## src/rtl/console_pkg.sv

```systemverilog
// Console UART transmitter shared types.
// Line state encoding and frame constants.
package console_pkg;

   typedef enum logic [1:0] {
      IDLE,
      START,
      DATA,
      STOP
   } uart_tx_state_t;

   localparam int UART_DATA_BITS = 8;

endpackage

```

## src/rtl/sync_fifo.sv

```systemverilog
// Single-clock FIFO with wrap-bit pointers.
// Pushes while full are dropped; pops while empty are ignored.
module sync_fifo #(
   parameter int WIDTH = 8,
   parameter int DEPTH = 16
) (
   input  logic                     clock,
   input  logic                     resetn,
   input  logic                     push,
   input  logic [WIDTH-1:0]         wdata,
   input  logic                     pop,
   output logic [WIDTH-1:0]         rdata,
   output logic                     full,
   output logic                     empty,
   output logic [$clog2(DEPTH):0]   level
);

   localparam int AW = $clog2(DEPTH);

   logic [AW:0]      wr_ptr;
   logic [AW:0]      rd_ptr;
   logic [WIDTH-1:0] mem [DEPTH];
   logic             do_push;
   logic             do_pop;

   assign empty   = (wr_ptr == rd_ptr);
   assign full    = (wr_ptr[AW] != rd_ptr[AW])
                 && (wr_ptr[AW-1:0] == rd_ptr[AW-1:0]);
   assign level   = wr_ptr - rd_ptr;
   assign rdata   = mem[rd_ptr[AW-1:0]];
   assign do_push = push & ~full;
   assign do_pop  = pop & ~empty;

   always_ff @(posedge clock or negedge resetn) begin
      if (!resetn) begin
         wr_ptr <= '0;
         rd_ptr <= '0;
      end else begin
         if (do_push) wr_ptr <= wr_ptr + 1'b1;
         if (do_pop)  rd_ptr <= rd_ptr + 1'b1;
      end
   end

   // Storage needs no reset; pointers define what is valid.
   always_ff @(posedge clock) begin
      if (do_push) mem[wr_ptr[AW-1:0]] <= wdata;
   end

endmodule

```

## src/rtl/console_uart_tx.sv

```systemverilog
// Buffered 8N1 UART transmitter for the firmware console port.
// Overflow is sticky and flagged; the producer is never stalled.
module console_uart_tx
   import console_pkg::*;
#(
   parameter int CLK_DIV    = 16,
   parameter int FIFO_DEPTH = 16
) (
   input  logic                          clock,
   input  logic                          resetn,
   input  logic [7:0]                    i_data,
   input  logic                          i_valid,
   output logic                          o_ready,
   input  logic                          i_clear_ovf,
   output logic                          o_txd,
   output logic                          o_busy,
   output logic [$clog2(FIFO_DEPTH):0]   o_level,
   output logic                          o_overflow
);

   localparam logic [15:0] DIV_LAST = 16'(CLK_DIV - 1);
   localparam logic [2:0]  BIT_LAST = 3'(UART_DATA_BITS - 1);

   uart_tx_state_t state, state_n;
   logic [15:0]    cnt, cnt_n;
   logic [2:0]     bit_idx, bit_n;
   logic [7:0]     shift, shift_n;
   logic [7:0]     head;
   logic           txd_n;
   logic           pop;
   logic           full;
   logic           empty;
   logic           baud_end;

   sync_fifo #(
      .WIDTH (UART_DATA_BITS),
      .DEPTH (FIFO_DEPTH)
   ) u_fifo (
      .clock  (clock),
      .resetn (resetn),
      .push   (i_valid),
      .wdata  (i_data),
      .pop    (pop),
      .rdata  (head),
      .full   (full),
      .empty  (empty),
      .level  (o_level)
   );

   assign o_ready  = ~full;
   assign o_busy   = (state != IDLE) | ~empty;
   assign baud_end = (cnt == DIV_LAST);

   always_comb begin
      state_n = state;
      cnt_n   = cnt;
      bit_n   = bit_idx;
      shift_n = shift;
      pop     = 1'b0;
      txd_n   = 1'b1;
      if (state != IDLE) cnt_n = baud_end ? '0 : cnt + 16'd1;
      unique case (state)
         IDLE: begin
            if (!empty) begin
               pop     = 1'b1;
               shift_n = head;
               cnt_n   = '0;
               state_n = START;
            end
         end
         START: begin
            if (baud_end) begin
               state_n = DATA;
               bit_n   = '0;
            end
         end
         DATA: begin
            if (baud_end) begin
               shift_n = shift >> 1;
               if (bit_idx == BIT_LAST) state_n = STOP;
               else bit_n = bit_idx + 3'd1;
            end
         end
         STOP: begin
            // Chain straight into the next start bit to avoid an idle gap.
            if (baud_end) begin
               if (!empty) begin
                  pop     = 1'b1;
                  shift_n = head;
                  state_n = START;
               end else begin
                  state_n = IDLE;
               end
            end
         end
         default: state_n = IDLE;
      endcase
      unique case (state_n)
         START:   txd_n = 1'b0;
         DATA:    txd_n = shift_n[0];
         default: txd_n = 1'b1;
      endcase
   end

   always_ff @(posedge clock or negedge resetn) begin
      if (!resetn) begin
         state   <= IDLE;
         cnt     <= '0;
         bit_idx <= '0;
         shift   <= '0;
         o_txd   <= 1'b1;
      end else begin
         state   <= state_n;
         cnt     <= cnt_n;
         bit_idx <= bit_n;
         shift   <= shift_n;
         o_txd   <= txd_n;
      end
   end

   always_ff @(posedge clock or negedge resetn) begin
      if (!resetn) begin
         o_overflow <= 1'b0;
      end else if (i_valid & full) begin
         o_overflow <= 1'b1;
      end else if (i_clear_ovf) begin
         o_overflow <= 1'b0;
      end
   end

endmodule

```

## config.mk

```make
export PLATFORM = sky130hd
export DESIGN_NAME = console_uart_tx
export DESIGN_NICKNAME = d
export VERILOG_FILES = /design/src/rtl/console_pkg.sv /design/src/rtl/sync_fifo.sv /design/src/rtl/console_uart_tx.sv
export SDC_FILE = /design/constraint.sdc
export NUM_CORES = 1
export LEC_CHECK = 0
export CORE_UTILIZATION = 55
export DETAILED_ROUTE_END_ITERATION = 7
export PLACE_DENSITY = 0.72
export SYNTH_ARGS = -nofsm -noshare
export SYNTH_HDL_FRONTEND = slang
export SYNTH_SLANG_ARGS = --single-unit
export TNS_END_PERCENT = 10
```

## constraint.sdc

```tcl
create_clock -name clock -period 3.7 [get_ports clock]
set_input_delay 0.74 -clock clock [delete_from_list [all_inputs] [get_ports clock]]
set_output_delay 0.74 -clock clock [all_outputs]
set_load 0.01 [all_outputs]
```

==> Implementation_results.wiki <==
{| class="wikitable"
! Metric !! Value
|-
| Number of ports placed on the die boundary || 21
|-
| Design internal power || 4.34 mW
|-
| CTS sink count || 169
|-
| Launch point of the worst path || u_fifo.wr_ptr[2]$_DFFE_PN0P_
|-
| Cts bufs inserted || 17
|-
| Slowest cell on the critical path || dfrtp_1
|-
| Worst vdd ir || 0.659 mV
|-
| Weighted congestion at the end of routability-driven global placement || between 0.8 and 0.9
|-
| Vias || 4060
|-
| Detail Placement HPWL || between 9000 and 10000 um
|-
| Number of gates on the worst path with buffers counted || 8
|-
| Worst setup SP type || flop
|-
| Layout overhead on the synthesized area || 14.5%
|-
| Clock Pin Slew Worst Setup and Hold Paths || ~0.070 ns
|-
| Final cell utilization of the core || 0.656
|-
| Area of the multi-input gates || about 2300 um^2
|-
| Part of the power in registers || 0.394
|-
| Area taken by flip-flops and latches || 4870 um^2
|-
| Antenna violation net count after detailed routing || 0
|-
| Total routed wirelength || 14100 um
|-
| Clock tree from TritonCTS || built
|-
| Ys Warns || 0
|-
| Clock tree buffer depth || 2
|-
| Type of the worst min-delay path || input port to asynchronous set/reset pin
|-
| Number of DRC violations after detailed routing || 0
|-
| Proportion of synthesized chip area in sequential cells || 0.663
|-
| Total track usage || 0.223
|-
| Vias per inst || 5.94
|-
| Total core area || 12800 um^2
|-
| Power Total || around 6.3 mW
|-
| Number of iterations in the first detailed-routing pass || 4
|-
| Post-Place Cells || 652
|-
| CP top delay family || buffers and inverters
|-
| Cell Area, Synth || between 7000 and 8000 um^2
|-
| Post-placement setup slack || just over 0.5 ns
|-
| Post-CTS Hold Fix Bufs || 0
|-
| Power per cell area || between 700 and 800 nW/um^2
|-
| Maximum clock frequency || 0.283 GHz
|-
| Total inserted antenna cells || 0
|-
| Sum of overflow across all layers after global routing || 0
|-
| Via count of the first global-routing pass || roughly 4000
|-
| Final cycle utilization of the critical path || 0.956
|-
| Net count after synthesis || approximately 490
|-
| Net switching share of the total power || 0.309
|-
| Max-Slew Margin vs Limit || 0.389
|-
| Shortest period the worst path allows || 3.54 ns
|-
| Data arrival time at the worst-slack endpoint || 2.80 ns
|-
| Fraction of layout cells with a size suffix above 1 || 0.174
|-
| Crit end category || output pin
|-
| Run status || finished, final reports clean
|-
| Port bufs || 20
|-
| Final hold violation count || 0
|-
| Final slew viol count || 0
|-
| Clk pwr share || 0.281
|-
| Maximum single-stage delay on the critical path || 0.51 ns
|-
| Combinational group share of total power || 0.325
|-
| Total net switching power || 1.94 mW
|-
| Data required time of the critical path || around 3 ns
|-
| Number of standard cells in the final layout excluding fillers || 684
|-
| Number of cells on the worst reg-to-reg path || 7
|-
| Antenna violations before repair || 0
|-
| Worst path cell trace || ha_4 > nand4_1 > nor2_4 > inv_1 > nor2_1 > buf_4 > inv_1 > clkdlybuf4s50_1
|-
| Clock network latency to the later pin of the worst-skew pair || 0.42 ns
|-
| Worst-path maximum fanout || 12
|-
| Wire length of the first global-routing pass || approximately 22000 um
|-
| Post-Syn Instances || 455
|-
| Avg WL per Cell || 20.6 um
|-
| Mean Syn Cell Area || 16.1 um^2
|-
| Tightest Pin Transition || 0.917 ns
|-
| Chip height || 118 um
|-
| Setup Viol. Count Final || 0
|-
| Row count || 41
|-
| Clock root buffer || clkbuf_16
|-
| H-tree levels || 4
|-
| Final setup margin || about 0.16 ns
|-
| FF-to-FF Start || u_fifo.wr_ptr[3]$_DFFE_PN0P_
|-
| Die area || 13800 um^2
|-
| Critical Path Most Common Cell || inv_1
|-
| Maximum Capacitance Violations || 0
|-
| Layout filler cell count || between 900 and 1000
|-
| Initial cell density of the core || 0.573
|-
| Maximum number of pins on one net before global-route repair || 42
|-
| Width of the die || about 120 um
|-
| Seq cells post-synth || 169
|-
| Synth cell types || 46
|-
| Iter 0 DRT Violations || ~270
|-
| Type of the worst setup path || flop to output pin
|-
| Post-layout nets || 529
|-
| Critical path buffer and inverter count || 4
|-
| Cell leakage power || roughly 3 nW
|-
| Worst clock skew || 0.00610 ns
|}
-- sequential cells by signal, summed over array words and instances, names as in the netlist --
register and count:
cnt 16, u_fifo.wr_ptr 5, shift 8, o_overflow 1, o_txd 1, u_fifo.rd_ptr 5
u_fifo.mem 128, bit_idx 3, state 2
-- synth_stat cells, drive strengths merged --
| cell | instances | area (um^2) |
|---|---|---|
| o32ai | 2 | 17.5 |
| o211ai | 1 | 7.51 |
| clkbuf | 9 | 33.8 |
| nand2 | 37 | 139 |
| nand4 | 6 | 37.5 |
| ha | 17 | 213 |
| o31ai | 3 | 22.5 |
| nor3 | 13 | 70.1 |
| xor2 | 6 | 52.6 |
| mux4 | 39 | 931 |
| nor2b | 10 | 62.6 |
| xnor2 | 12 | 105 |
| a211oi | 1 | 7.51 |
| nor2 | 24 | 90.1 |
| o311ai | 1 | 16.3 |
| buf | 7 | 75.1 |
| a21o | 2 | 15.0 |
| or2 | 1 | 6.26 |
| a21oi | 8 | 43.8 |
| and4 | 3 | 26.3 |
| or4b | 1 | 13.8 |
| fa | 1 | 20.0 |
| mux2i | 2 | 20.0 |
| and4b | 1 | 10.0 |
| a31oi | 3 | 18.8 |
| o21ai | 32 | 160 |
| dfstp | 1 | 26.3 |
| a221o | 6 | 60.1 |
| and2 | 2 | 12.5 |
| and3 | 5 | 31.3 |
| dfrtp | 40 | 1000 |
| a22o | 1 | 8.76 |
| nand3 | 5 | 25.0 |
| mux2 | 1 | 11.3 |
| nand2b | 4 | 25.0 |
| inv | 18 | 67.6 |
| edfxtp | 128 | 3840 |
| nor4 | 2 | 18.8 |
-- routing by layer --
| metal | GRT usage | vias to the layer above | part of all wire |
|---|---|---|---|
| met5 | 0 | - | 0 |
| met4 | 0.0881 | 0 | 0.017 |
| met3 | 0.0547 | 15 | 0.040 |
| met2 | 0.351 | 80 | 0.49 |
| met1 | 0.303 | 2105 | 0.45 |
| li1 | - | 1860 | - |
-- per-stage QoR --
| stage | cell area, um^2 | hold slack (ns) | setup TNS (ns) |
|---|---|---|---|
| 5_1_grt | 8410 | 0.513 | -0.00843 |
| 3_3_place_gp | 7810 | 0.479 | 0 |
| 6_report | 8410 | 0.451 | 0 |
| 2_1_floorplan | 7350 | 0.444 | 0 |
| 3_5_place_dp | 7810 | 0.486 | 0 |
| 4_1_cts | 8390 | 0.474 | 0 |
-- layout by cell type, fill, tap and decap left out, drive strengths merged, types with 2 or more instances in the layout --
cell,Yosys,layout
buf,7,22
o32ai,2,2
xnor2,12,12
clkdlybuf4s50,0,19
nor2,24,24
a21oi,8,8
nand4,6,6
nand3,5,5
nand2b,4,4
and2,2,2
nor4,2,2
inv,18,25
bufinv,0,2
clkbuf,9,17
dfrtp,40,40
mux4,39,39
and3,5,5
nand2,37,37
and4,3,3
ha,17,17
clkinvlp,0,2
a31oi,3,3
clkinv,0,4
nor2b,10,10
edfxtp,128,128
xor2,6,6
a21o,2,2
mux2i,2,2
o31ai,3,3
o21ai,32,32
a221o,6,6
nor3,13,13
-- path summary, 6_finish.rpt --
| kind | endpoint | slack [ns] |
|---|---|---|
| setup reg to reg | u_fifo.mem[8][5]$_DFFE_PP_ | 0.68 |
| hold / removal | state[1]$_DFF_PN0_ | 0.45 |
| hold reg to reg | u_fifo.wr_ptr[4]$_DFFE_PN0P_ | 0.49 |
| max in group asynchronous | u_fifo.rd_ptr[0]$_DFFE_PN0P_ | 2.61 |
| setup / recovery | o_busy | 0.16 |
| min in group clock | u_fifo.wr_ptr[4]$_DFFE_PN0P_ | 0.49 |
-- cell type report --
type	count	area share
flip-flops and latches	169	0.579
inverters	18	0.00803
multi-input cells	252	0.276
clock inverters	15	0.0193
repair buffers	41	0.0419
well taps	172	0.0256
clock buffers	17	0.0506
-- kinds of logic (layout without fill, tap and decap cells) --
logic type      Yosys count  count (layout)  synth area share
flops                   169             169             0.663
mux                      42              42             0.131
xor+xnor                 18              18            0.0215
simple gates            114             114            0.0773
compound gates           60              60            0.0514
fa+ha+maj                18              18            0.0317
buf+inv                  34              91            0.0240
-- worst register-to-register path: cells and delay by family, from the launching register on --
family	cells	cell delay, ns
AND/OR/NAND/NOR	5	1.63
flip-flops	1	0.48
adder cells (fa/ha/maj)	1	0.37
buffers and inverters	1	0.26
-- power groups by stage --
stage | Sequential, mW | Combinational [mW] | Clock, mW
detailed placement | 2.51 | 2.03 | 0
floorplan | 2.46 | 1.44 | 0
finish | 2.48 | 2.04 | 1.76
global placement | 2.49 | 2.00 | 0
global route | 2.51 | 2.21 | 1.87
CTS | 2.47 | 2.04 | 1.79
-- repair_timing --
action                     4_1_cts  5_1_grt
setup endpoints to repair        0        1
setup buffers                    0        0
resized for setup                0        3
Power figures use the tool's default switching activity.
